[src/rtl/fp_mant_seq_mult.sv]
// Sequential shift-and-add multiplier for W-bit normalized mantissas.
// Iteration count comes from an external counter driven via EnC/DoneC.
module fp_mant_seq_mult #(
  parameter int W = 24
) (
  input  logic         CLK,
  input  logic         Reset,
  input  logic         Start,
  input  logic [W-1:0] A,
  input  logic [W-1:0] B,
  output logic         EnC,
  input  logic         DoneC,
  output logic         Busy,
  output logic         Done,
  output logic [W-1:0] ProdM,
  output logic         ExpAdj,
  output logic         Guard,
  output logic         Sticky
);

  typedef enum logic [1:0] {IDLE, LOAD, RUN, NORM} state_t;

  state_t         state_q;
  logic [W-1:0]   mc_q, q_q, p_q;
  logic [W:0]     sum_d;
  logic [W-1:0]   p_d, q_d;
  logic [2*W-1:0] x_d;

  // {Cy,S} shifted right by one together with Q; Q[0] falls off the end
  assign sum_d = {1'b0, p_q} + (q_q[0] ? {1'b0, mc_q} : {(W+1){1'b0}});
  assign p_d   = sum_d[W:1];
  assign q_d   = {sum_d[0], q_q[W-1:1]};
  assign x_d   = {p_q, q_q};

  always_ff @(posedge CLK or posedge Reset) begin
    if (Reset) begin
      state_q <= IDLE;
      mc_q    <= '0;
      q_q     <= '0;
      p_q     <= '0;
      EnC     <= 1'b1;
      Busy    <= 1'b0;
      Done    <= 1'b0;
      ProdM   <= '0;
      ExpAdj  <= 1'b0;
      Guard   <= 1'b0;
      Sticky  <= 1'b0;
    end else begin
      Done <= 1'b0;
      case (state_q)
        IDLE: begin
          if (Start) begin
            mc_q    <= A;
            q_q     <= B;
            p_q     <= '0;
            Busy    <= 1'b1;
            state_q <= LOAD;
          end
        end
        LOAD: begin
          p_q     <= p_d;
          q_q     <= q_d;
          EnC     <= 1'b0;
          state_q <= RUN;
        end
        RUN: begin
          // DoneC means W iterations are already in; no further shift
          if (DoneC) begin
            EnC     <= 1'b1;
            state_q <= NORM;
          end else begin
            p_q <= p_d;
            q_q <= q_d;
          end
        end
        NORM: begin
          if (x_d[2*W-1]) begin
            ProdM  <= x_d[2*W-1:W];
            Guard  <= x_d[W-1];
            Sticky <= |x_d[W-2:0];
            ExpAdj <= 1'b1;
          end else begin
            ProdM  <= x_d[2*W-2:W-1];
            Guard  <= x_d[W-2];
            Sticky <= |x_d[W-3:0];
            ExpAdj <= 1'b0;
          end
          Done    <= 1'b1;
          Busy    <= 1'b0;
          state_q <= IDLE;
        end
        default: state_q <= IDLE;
      endcase
    end
  end

endmodule

[config.mk]
export PLATFORM = sky130hd
export DESIGN_NAME = fp_mant_seq_mult
export DESIGN_NICKNAME = d
export VERILOG_FILES = /design/src/rtl/fp_mant_seq_mult.sv
export SDC_FILE = /design/constraint.sdc
export NUM_CORES = 1
export LEC_CHECK = 0
export CAP_MARGIN = 20
export CORE_UTILIZATION = 55
export CTS_BUF_LIST = sky130_fd_sc_hd__clkbuf_4
export CTS_CLUSTER_SIZE = 28
export DETAILED_ROUTE_END_ITERATION = 16
export PLACE_DENSITY = 0.8
export SLEW_MARGIN = 10
export SYNTH_ARGS = -nofsm -noshare
export SYNTH_HDL_FRONTEND = slang
export SYNTH_SLANG_ARGS = --single-unit
[constraint.sdc]
create_clock -name CLK -period 8.5 [get_ports CLK]
set_clock_uncertainty 0.2 [all_clocks]
set_input_delay 2.125 -clock CLK [delete_from_list [all_inputs] [get_ports CLK]]
set_output_delay 2.125 -clock CLK [all_outputs]
set_load 0.005 [all_outputs]
==> impl_metrics.csv <==
group,metric,value,unit
status,status,"finished clean",
sta,setup_slack,4.538,ns
global_routing,met3_usage,0.03321,
floorplanning,core-area,9910,sq um
sta,min_period_over_period,0.4661,
setup_path,worstSetupPathType,"in2reg",
clock_network,cts_tree,"yes",
synthesis,synthFlopType,"dfrtp_1",
clock_network,clock_latency,0.45,ns
synthesis,synth_seq_area_share,0.4557,
place,pre_cts_ws,4.054,ns
routing,drc,0,
clock_network,holdBufCountCts,0,
global_routing,grt_pass1_vias,4332,
sta,timing_hold_violations_final,0,
place,io_buffer_count,81,
synthesis,synth_edf_count,0,
synthesis,yosysWarnings,0,
sta,tightest_slew,1.036,ns
clock_network,clkSinkCount,104,
setup_path,r2r_start,"q_q[0]$_DFFE_PP0P_",
clock_network,post_cts_buffers,0,
synthesis,yosysUniqueCellTypes,55,
floorplanning,start_util,0.5766,
sta,post-route-min-period,3.962,ns
global_routing,antenna_found_initial,0,
job,cap_viol_max_count,0,
synthesis,syn-cell-area,5714,sq um
routing,ant_nets,0,
pwr,power_density,358.2,nW/um^2
setup_path,worst-path-max-fanout,19,
synthesis,synth.ff_latch_count,104,
clock_network,h-tree-depth,3,
finish,areaGrowthSynthToFinish,18.57,%
global_routing,grtUsageTotal,0.2455,
floorplanning,rows,36,
setup_path,critical_path_arrival,4.13,ns
clock_network,cts_buffer_depth,2,
finish,layout-drive-gt1-share,0.09288,
synthesis,syn_area_per_cell,9.955,sq um
global_routing,top_usage_layer,"met2",
sta,rsz0062_at_grt,"no",
routing,via_per_inst,5.685,
routing,firstDrtPassIters,4,
global_routing,use_met2,0.4152,
clock_network,cts_buffers,9,
hold_path,hold_class,"reg2reg",
place,place_congestion,0.8628,
floorplanning,io_pins,82,
pwr,peakVddDrop,0.2273,mV
routing,avgRoutedWirePerCell,16.20,um
place,numPlacedInstances,762,
setup_path,worstSetupEndpointType,"register",
place,dp_hpwl,9183,um
synthesis,syn_inst,574,
sta,maxSlewHeadroom,0.3094,
global_routing,grt_start_max_net_pins,75,
sta,holdWs,0.3123,ns
setup_path,crit_start,"Start",
finish,fin_nets,722,
floorplanning,dieArea,10800,sq um
sta,finalSetupViolCount,0,
synthesis,synth_nets,655,
sta,drv_slew,0,
sta,max_freq,252.4,MHz
setup_path,required,8.67,ns
routing,drt-initial-drc-count,182,
pwr,leakage,2.923,nW
finish,num_antenna_cells,0,
hold_path,hp-start,"EnC$_DFFE_PP1P_",
clock_network,cts_resized,0,
finish,layout.cells.non_filler,779,
routing,dr_total_vias,4429,
clock_network,cts_root_buf,"clkbuf_4",
sta,tns,0,ns
global_routing,grt_overflow,0,
synthesis,async_reset_ff_frac,1.000,
clock_network,path_clk_slew,0.17,ns
global_routing,grt_first_pass_wirelength,21310,um
floorplanning,chipHeight,103.9,um
finish,final_core_util,0.6837,
routing,drt_wl_total,12620,um
setup_path,setup.worst_path.start_class,"input pin",
global_routing,met1_usage,0.3292,
floorplanning,die_x,103.9,um
final timing paths:
check | endpoint | slack, ns | depth (start not counted)
min reg2reg | EnC$_DFFE_PP1P_ | 0.31 | 2
min | EnC$_DFFE_PP1P_ | 0.31 | 2
max | p_q[17]$_DFFE_PP0P_ | 4.54 | 7
max reg2reg | p_q[17]$_DFFE_PP0P_ | 5.27 | 11
min in group asynchronous | Done$_DFF_PP0_ | 1.86 | 2
max in group asynchronous | p_q[8]$_DFFE_PP0P_ | 5.08 | 3
area by class of cell:
| type | instances | area (sq um) |
|---|---|---|
| Clock buffer | 9 | 67.56 |
| Clock inverter | 7 | 78.83 |
| Fill cell | 815 | 3134 |
| Inverter | 12 | 47.55 |
| Multi-Input combinational cell | 428 | 2943 |
| Sequential cell | 104 | 2604 |
| Tap cell | 133 | 166.4 |
| Timing Repair Buffer | 86 | 868.3 |
flip-flops by register name (all words and copies together), names as in the netlist:
signal   count
state_q      2
Guard        1
Busy         1
q_q         24
EnC          1
Sticky       1
mc_q        24
ExpAdj       1
ProdM       24
Done         1
p_q         24
critical path, stage by stage:
cell and delay, ns:
clkdlybuf4s50_1 0.51, nor2b_1 0.10, a211oi_2 0.46, nand2_1 0.52
nor2_1 0.22, o21ai_1 0.10, o311ai_2 0.08
metal layers:
layer,wire length (um),share of wire
met1,5700,0.45
met2,6308,0.50
met3,406,0.032
met4,208,0.016
met5,0,0
logic make-up (layout without fill, tap and decap cells):
kind of cell             Yosys count  count (layout)  synth area share
AND/OR/NAND/NOR                  164             164            0.1307
AO/OA/AOI/OAI                    141             141            0.1533
flip-flops                       104             104            0.4557
multiplexers                      73              73            0.1333
buffers and inverters             42             114           0.03000
adder cells (fa/ha/maj)           29              29           0.06481
XOR/XNOR                          21              21           0.03219
per-stage QoR:
step / cell area [sq um] / power [mW]
final: 6775 / 2.427
after global routing: 6775 / 2.623
after CTS: 6755 / 2.424
after detailed placement: 6609 / 2.157
after global placement: 6594 / 2.095
after floorplan: 5714 / 1.761
report_power, final:
part | leakage (nW) | total, mW | switching (mW) | internal [mW]
Clock | 0.0765 | 0.271 | 0.177 | 0.0937
Sequential | 1.28 | 0.896 | 0.172 | 0.724
Combinational | 1.57 | 1.26 | 0.663 | 0.597
Total | 2.92 | 2.43 | 1.01 | 1.41
cells in the final DEF, fill, tap and decap left out, types with 23 or more instances in the layout:
cell	count
dfrtp_1	103
clkdlybuf4s50_1	81
nand2_1	72
mux2i_1	48
a21oi_1	44
o21ai_0	42
nor2_1	36
ha_1	27
mux2_2	25
and2_1	23
synth_stat cells, types with 2 or more instances:
library cell	instances	area, sq um
nor2b_1	3	18.77
a21o_1	4	30.03
buf_2	5	25.02
and2_1	23	143.9
a211oi_2	2	25.02
nor3_1	2	10.01
buf_1	6	22.52
nand4_1	3	18.77
mux2_2	25	281.5
o21ai_0	42	210.2
xor2_1	7	61.31
a31oi_1	4	25.02
and3_1	2	12.51
a21oi_1	44	220.2
o21ai_1	16	80.08
nor4_1	4	25.02
mux2i_1	48	480.5
a41oi_2	2	32.53
nand2b_1	3	18.77
xnor2_1	14	122.6
nor2_1	36	135.1
o21bai_1	5	37.54
ha_1	28	350.3
clkbuf_1	18	67.56
o21a_1	2	15.01
inv_1	12	45.04
dfrtp_1	103	2577
o22a_1	2	17.52
nand3_1	12	60.06
nand2_1	72	270.3
Power figures use the tool's default switching activity.
